**src/rtl/btn_uart_scheduler_if.sv**
```systemverilog
// btn_uart_scheduler_if: byte/start/busy handshake between the button scheduler and the UART transmitter
interface btn_uart_scheduler_if;
  logic       tx_start;
  logic [7:0] tx_data;
  logic       tx_busy;
  modport master (output tx_start, output tx_data, input tx_busy);
  modport slave (input tx_start, input tx_data, output tx_busy);
endinterface

```
**src/rtl/btn_uart_scheduler.sv**
```systemverilog
// btn_uart_scheduler: latches button press events and issues them round-robin as single bytes to the UART TX
module btn_uart_scheduler #(
  parameter int         N_BTN     = 4,
  parameter logic [7:0] CODE_BASE = 8'h30,
  parameter int         BUSY_TO   = 8
) (
  input  logic                 src_clk,
  input  logic                 rst,
  input  logic [N_BTN-1:0]     pb_in,
  btn_uart_scheduler_if.master tx,
  output logic [N_BTN-1:0]     pending,
  output logic                 overflow
);
  localparam int GW = N_BTN > 1 ? $clog2(N_BTN) : 1;
  localparam int CW = $clog2(BUSY_TO);
  typedef enum logic [1:0] {IDLE, START, WAIT_HI, WAIT_LO} state_t;
  state_t           state_q;
  logic [N_BTN-1:0] pb_prev_q, pend_q, pend_d, press, clr;
  logic             ovf_q, ovf_d;
  logic [GW-1:0]    last_q, g_q, grant;
  logic [CW-1:0]    cnt_q;
  logic             start_q;
  logic [7:0]       data_q;
  assign press    = pb_in & ~pb_prev_q;
  assign clr      = (state_q == START) ? (N_BTN'(1) << g_q) : '0;
  assign pend_d   = press | (pend_q & ~clr);
  assign ovf_d    = ovf_q | |(press & pend_q & ~clr);
  assign pending  = pend_q;
  assign overflow = ovf_q;
  assign tx.tx_start = start_q;
  assign tx.tx_data  = data_q;
  // round-robin pick: scanning downward lets the nearest index after last_q overwrite the others
  always_comb begin
    logic [GW-1:0] idx;
    grant = last_q;
    idx   = '0;
    for (int i = N_BTN; i >= 1; i--) begin
      idx = GW'((int'(last_q) + i) % N_BTN);
      if (pend_q[idx]) grant = idx;
    end
  end
  // edge history and per-button event latches; a press coinciding with its own grant survives the clear
  always_ff @(posedge src_clk) begin
    pb_prev_q <= pb_in;
    pend_q    <= rst ? '0 : pend_d;
    ovf_q     <= rst ? 1'b0 : ovf_d;
  end
  // transmit sequencer with registered start pulse and held byte
  always_ff @(posedge src_clk) begin
    if (rst) begin
      state_q <= IDLE;
      last_q  <= GW'(N_BTN - 1);
      g_q     <= '0;
      cnt_q   <= '0;
      start_q <= 1'b0;
      data_q  <= 8'h00;
    end else begin
      start_q <= 1'b0;
      case (state_q)
        IDLE: if (|pend_q) begin
          g_q     <= grant;
          last_q  <= grant;
          data_q  <= CODE_BASE + 8'(grant);
          start_q <= 1'b1;
          state_q <= START;
        end
        START: begin
          cnt_q   <= '0;
          state_q <= WAIT_HI;
        end
        WAIT_HI: if (tx.tx_busy) state_q <= WAIT_LO;
          else if (cnt_q == CW'(BUSY_TO - 1)) state_q <= IDLE;
          else cnt_q <= cnt_q + CW'(1);
        WAIT_LO: if (!tx.tx_busy) state_q <= IDLE;
        default: state_q <= IDLE;
      endcase
    end
  end
endmodule

```
**src/flat_wrapper.sv**
```systemverilog
// flat-port wrapper written by rule: the top's interface ports become plain ports
module btn_uart_scheduler_flat 
#(
  parameter int         N_BTN     = 4,
  parameter logic [7:0] CODE_BASE = 8'h30,
  parameter int         BUSY_TO   = 8
)
  (src_clk, rst, pb_in, pending, overflow, tx_tx_start, tx_tx_data, tx_tx_busy);
  btn_uart_scheduler_if tx_i ();
  input  logic src_clk;
  input  logic rst;
  input  logic [N_BTN-1:0] pb_in;
  output logic [N_BTN-1:0] pending;
  output logic overflow;
  output wire logic [$bits(tx_i.tx_start)-1:0] tx_tx_start;
  output wire logic [$bits(tx_i.tx_data)-1:0] tx_tx_data;
  input wire logic [$bits(tx_i.tx_busy)-1:0] tx_tx_busy;
  assign tx_tx_start = tx_i.tx_start;
  assign tx_tx_data = tx_i.tx_data;
  assign tx_i.tx_busy = tx_tx_busy;
  btn_uart_scheduler #(.N_BTN(N_BTN), .CODE_BASE(CODE_BASE), .BUSY_TO(BUSY_TO)) u_core (.src_clk(src_clk), .rst(rst), .pb_in(pb_in), .tx(tx_i), .pending(pending), .overflow(overflow));
endmodule
```
**config.mk**
```make
export PLATFORM = sky130hd
export DESIGN_NAME = btn_uart_scheduler_flat
export DESIGN_NICKNAME = d
export VERILOG_FILES = /design/src/rtl/btn_uart_scheduler_if.sv /design/src/rtl/btn_uart_scheduler.sv /design/src/flat_wrapper.sv
export SDC_FILE = /design/constraint.sdc
export NUM_CORES = 1
export LEC_CHECK = 0
export ABC_AREA = 0
export CORE_UTILIZATION = 43
export CTS_CLUSTER_DIAMETER = 60
export DETAILED_ROUTE_END_ITERATION = 8
export PLACE_DENSITY_LB_ADDON = 0.1
export SLEW_MARGIN = 20
export SYNTH_ARGS = -nofsm -noshare
export SYNTH_HDL_FRONTEND = slang
export SYNTH_SLANG_ARGS = --single-unit
export TNS_END_PERCENT = 5
```
**constraint.sdc**
```tcl
create_clock -name src_clk -period 1.35 [get_ports src_clk]
set_input_delay 0.2025 -clock src_clk [delete_from_list [all_inputs] [get_ports src_clk]]
set_output_delay 0.2025 -clock src_clk [all_outputs]
set_load 0.1 [all_outputs]
```
# After elaboration in Yosys (flattened, before gate mapping)
# Cells that the tools add are included.
[totals]
ff_bits = 27
latch_bits = 0
ram_bits = 0
romBits = 0
out_inout_bits = 14
word_cells = 68
n_memories = 0
[classes]
add_sub_neg = 6
mul = 0
n_div = 0
n_lt_le_gt_ge = 4
n_eq_ne = 9
n_shift = 1
muxes = 22
bitwise_logic = 9
reduce_logical = 8
[ops]
columns = ["op", "n"]
rows = [
  ["4-bit AND", 4],
  ["2-bit two-way mux", 8],
  ["2-bit by 3-bit less-than comparator with 1-bit output, second input constant", 4],
  ["1-bit binary-select mux with 2-bit select", 4],
  ["4-bit NOT", 2],
  ["2-bit one-hot mux with 4 select lines", 1],
  ["4-bit OR reduction", 2],
  ["6-bit by 2-bit adder with 7-bit output, first input constant", 1],
  ["3-bit two-way mux", 2],
  ["2-bit != test, second input constant", 3],
  ["3-bit one-hot mux with 2 select lines", 1],
  ["3-bit AND reduction", 2],
  ["1-bit two-way mux", 5],
  ["2-bit by 1-bit adder with 2-bit output, second input constant", 2],
  ["2-bit adder, second input constant", 2],
  ["2-bit equality test, second input constant", 2],
  ["4-bit two-way mux", 1],
  ["4-bit bitwise OR", 1],
  ["1-bit by 2-bit left shift with 4-bit output, first input constant", 1],
  ["3-bit by 1-bit adder with 3-bit output, second input constant", 1],
  ["3-bit equality test, second input constant", 1],
  ["3-bit by 2-bit != test with 1-bit output, second input constant", 1],
  ["2-bit by 1-bit equality test with 1-bit output, second input constant", 1],
  ["2-bit zero test", 1],
  ["6 further kinds", 6],
]

# Longest topological paths before layout
[depth]
depth_word = 8
mapped_depth = 6
ltp_nobuf = 6

# Worst setup path before layout
# Ideal clock, no wire load.
[synth_path]
path_type = "flip-flop to flip-flop"
from = "reg u_core.pend_q[3] (netlist: u_core.pending[3])"
to = "reg u_core.g_q[0]"
setup_time_ns = 0.088
t_arrival_ns = 1.909
required_time_ns = 1.262
path_slack_ns = -0.648
path_stages_with_launch = 5
path_buffers = 0
cell_sequence = "dfxtp_1 -> o21ai_1 -> nor3b_1 -> or3_1 -> a311oi_2"
[synth_via]
elab_chain_len = 6
elab_cells_between_ends = 14
classes_between = "mux: 12; reduce/logical: 2"
[synth_rtl]
columns = ["item", "line_no", "rtl"]
rows = [
  ["start, declared", "btn_uart_scheduler.sv:18", "logic [N_BTN-1:0] pb_prev_q, pend_q, pend_d, press, clr;"],
  ["start signal, assigned", "btn_uart_scheduler.sv:45", "pend_q <= rst ? '0 : pend_d;"],
  ["1-bit binary-select mux with 2-bit select", "btn_uart_scheduler.sv:39", "if (pend_q[idx]) grant = idx;"],
  ["1-bit two-way mux (implied by the code)", "btn_uart_scheduler.sv:39", ""],
  ["2-bit two-way mux (4 in a row)", "btn_uart_scheduler.sv:39", ""],
  ["end signal, assigned", "btn_uart_scheduler.sv:61", "g_q <= grant;"],
  ["end, declared", "btn_uart_scheduler.sv:20", "logic [GW-1:0] last_q, g_q, grant;"],
]
# Parallel ways exist; a longest one is shown, timed or not. The select of a mux whose other input is x is not followed.
# A chain may end at the register's enable or synchronous reset.

# Worst setup path after layout
[layout_path]
from = "reg u_core.pend_q[2] (netlist: u_core.pending[2])"
to = "reg u_core.last_q[0]"
[layout_via]
elab_chain_len = 6
elab_cells_between_ends = 14
classes_between = "mux: 12; reduce/logical: 2"
[layout_rtl]
columns = ["item", "line_no", "rtl"]
rows = [
  ["1-bit binary-select mux with 2-bit select", "btn_uart_scheduler.sv:39", ""],
  ["1-bit two-way mux (implied by the code)", "btn_uart_scheduler.sv:39", ""],
  ["2-bit two-way mux (4 in a row)", "btn_uart_scheduler.sv:39", ""],
  ["end signal, assigned", "btn_uart_scheduler.sv:52", "last_q <= GW'(N_BTN - 1);"],
  ["end signal, assigned", "btn_uart_scheduler.sv:62", "last_q <= grant;"],
  ["end, declared", "btn_uart_scheduler.sv:20", ""],
]
# Parallel ways exist; a longest one is shown, timed or not. The select of a mux whose other input is x is not followed.

==> results.md <==
* Outcome: finished clean
* Sequential share of power at roughly 39%
* ANT nets after route at 0
* CP delay by family, top: compound AO/OA/AOI/OAI gates
* Grt ovf at 0
* GR Util All Layers at between 10% and 20%
* Worst endpoint required time at between 1.5 and 2 ns
* Post-Synthesis Mean Instance Area at approximately 9 sq um
* Slowest library cell on the worst path: o41ai_4
* Die area at around 2300 sq um
* WP buf/inv at 0
* Die Span X at 48.1 microns
* ANT cells at 0
* Area grow syn2layout at 56.8%
* Critical path's largest stage delay at 0.47 ns
* CTS Root Cell: clkbuf_4
* Initial antenna violation count at 0
* CP Cell Sequence: o41ai_4 > a31oi_2 > nand4bb_1 > mux2i_1
* Layout Cells excl Fill at 155
* Crit path time final at ~1.3 ns
* WL met2 at about 1000 microns
* P_int at ~1200 uW
* Longest Clk Path Bufs at 2
* Clock slew at reported path FFs at 0.11 ns
* Most frequent cell after synthesis: dfxtp_1
* Final period util at a little over nine tenths
* Synth Flop Type: dfxtp_1
* Worst-path fanout max at 4
* Initial DRC count at 15
* Top post-synthesis cells by count: 20 x dfxtp_1, 11 x a21oi_1, 7 x nand2_1, 7 x nor2_1, 6 x nand2b_1
* Yosys reg bits at 20
* DR WL/cell at ~13 microns
* Skew final at about 0.00053 ns
* DRT Wirelength at between 1500 and 2000 microns
* Final nets at between 100 and 150
* Total CTS buffers at 3
* RSZ-0062 raised after global routing: true
* H-tree lvl count at 1
* Placed Cells at 150
* Vias in the first global route at about 700
* Final Hold Fails at 0
* F_max at around 760 MHz
* Switching Fraction at 40.5%
* Mapped cell area at roughly 900 sq um
* Core area at around 2000 sq um
* Async SR Flop Fraction at 0%
* Worst Setup SP: u_core.pending[2]$_SDFF_PP0_
* Synth warn at 0
* Met3 wire len at roughly 50 microns
* Ports at 21
* Synth top area share at a little over two fifths
* Yosys cell types at 34
* RePlAce Congestion at between 0.8 and 0.9
* DR vias at 782
* Clock power share at between 10% and 20%
* Sequential-to-total area share from yosys stat at a little over two fifths
* PortBufs at 16
* Vias per cell at 5.05
* Clk_lat worst skew at around 0.30 ns
* Initial Utilization at around 46%
* Leakage at between 0.0005 and 0.0006 uW
* Pwr Density at between 1000 and 1500 nW/um^2
* CTS tree: yes
* Max layer used: met4
* Yosys top cell by area: dfxtp_1
* Startpoint type of the worst setup path: flip-flop
* Drt pass-1 iters at 4
* Largest net degree at the start of global routing at 18
* Synth area leaders: dfxtp_1 44%, a21oi_1 6.0%, buf_4 4.1%
* Hold path start: pb_in[1]
* Share of layout cells above drive strength 1 at about 45%
* First-pass GRT wire length at 3020 microns
* Total negative setup slack at 0 ns
* Setup WS post-layout at about 0.027 ns
* Worst flop-to-flop path startpoint: u_core.pending[2]$_SDFF_PP0_
* Critical Path End Type: flip-flop
* Critical path type: reg -> reg
* DRC at 0
* Final instance area at ~1400 sq um
* VDD IR max at roughly 0.00098 V
* Fillers at about 140
* Die H at 48.1 microns
* Post-place setup slack at -0.104 ns
* Sw Pwr at roughly 800 uW
* Number of synthesized flops with an enable pin at 0
* Metal-1 WL at around 860 microns
* Placed inst area at between 1000 and 1500 sq um
* Clock Sinks at 20
* Reg2Reg Setup Slack at 0.03 ns
* Fin. max-slew vios at 0
* DP HPWL at 1370 microns
* Num rows at 16
* Combinational share of power at approximately 44%
* Final setup fails at 0
* Max-cap check violation count at 0
* Hold Crit Class: in -> reg
* Worst EP arrival at 1.57 ns
* Cells after synthesis at between 90 and 100
* Smallest hold slack at around 0.36 ns
[cell families (layout without fill, tap and decap cells)]
family,count (synthesis),in the layout,synth area share (%)
multiplexers,1,1,1.10
flip-flops,20,20,43.9
buffers and inverters,13,39,7.68
XOR/XNOR,1,1,0.960
adder cells (fa/ha/maj),2,2,2.74
AND/OR/NAND/NOR,36,36,22.8
AO/OA/AOI/OAI,25,25,20.4
other,1,4,0.411
[cells in the final DEF (no fill, tap or decap), types with 3 or more instances in the layout]
| master | synthesis | layout |
|---|---|---|
| clkdlybuf4s50_1 | 0 | 6 |
| buf_12 | 0 | 11 |
| conb_1 | 1 | 4 |
| buf_4 | 5 | 14 |
| nor2_1 | 7 | 5 |
| dfxtp_2 | 0 | 8 |
| clkbuf_4 | 0 | 3 |
| dfxtp_1 | 20 | 10 |
| inv_1 | 4 | 4 |
| a21oi_1 | 11 | 9 |
| nand2_1 | 7 | 7 |
| nand2b_1 | 6 | 5 |
[per-stage QoR]
stage	total power, uW	utilization (%)
3_3_place_gp	1580	65.2
3_5_place_dp	1590	65.2
6_report	1980	72.2
4_1_cts	1940	69.2
2_1_floorplan	1290	-
5_1_grt	2070	72.2
[power groups by stage]
| stage | Sequential [uW] | Clock [uW] | Combinational (uW) |
|---|---|---|---|
| 2_1_floorplan | 971 | 0 | 320 |
| 3_3_place_gp | 761 | 0 | 822 |
| 3_5_place_dp | 763 | 0 | 831 |
| 4_1_cts | 751 | 353 | 841 |
| 5_1_grt | 779 | 384 | 910 |
| 6_report | 767 | 345 | 865 |
[routing by layer]
metal | global-route usage, % | vias to the layer above
met3 | 3.40 | 4
li1 | - | 400
met1 | 23.0 | 363
met4 | 10.0 | 0
met2 | 32.2 | 15
met5 | 0 | -
[repair_timing]
action / in CTS / in global routing
hold buffers: 0 / 0
setup endpoints to repair: 4 / 7
setup buffers: 1 / 0
resized for setup: 8 / 15
pin swaps: 6 / 9
[layout make-up]
class	instances	area, sq um	share of cell area (%)
Multi-Input combinational cell	69	542	37.9
Sequential cell	20	418	29.2
Timing Repair Buffer	31	385	26.9
Clock buffer	4	36.3	2.54
Tap cell	27	33.8	2.36
Inverter	4	15.0	1.05
[final timing paths]
path | to | cells after the start
min reg2reg | u_core.cnt_q[1]$_SDFFE_PP0P_ | 2
max reg2reg | u_core.last_q[0]$_SDFFE_PP1P_ | 4
max | u_core.last_q[0]$_SDFFE_PP1P_ | 4
min | u_core.pb_prev_q[1]$_DFF_P_ | 1
[registers in the layout (all words and copies together), names as in the netlist]
name and count:
u_core.overflow 1, u_core.tx.tx_data 2, u_core.state_q 2, u_core.cnt_q 3, u_core.pending 4, u_core.g_q 1
u_core.tx.tx_start 1, u_core.last_q 2, u_core.pb_prev_q 4
[worst reg2reg max path: cells and delay by family, from the launching register on]
family | cells | cell delay (ns)
AOI/OAI and AO/OA | 2 | 0.56
DFF | 1 | 0.38
muxes | 1 | 0.18
and+or+nand+nor | 1 | 0.14
(Power assumes the default switching activity.)
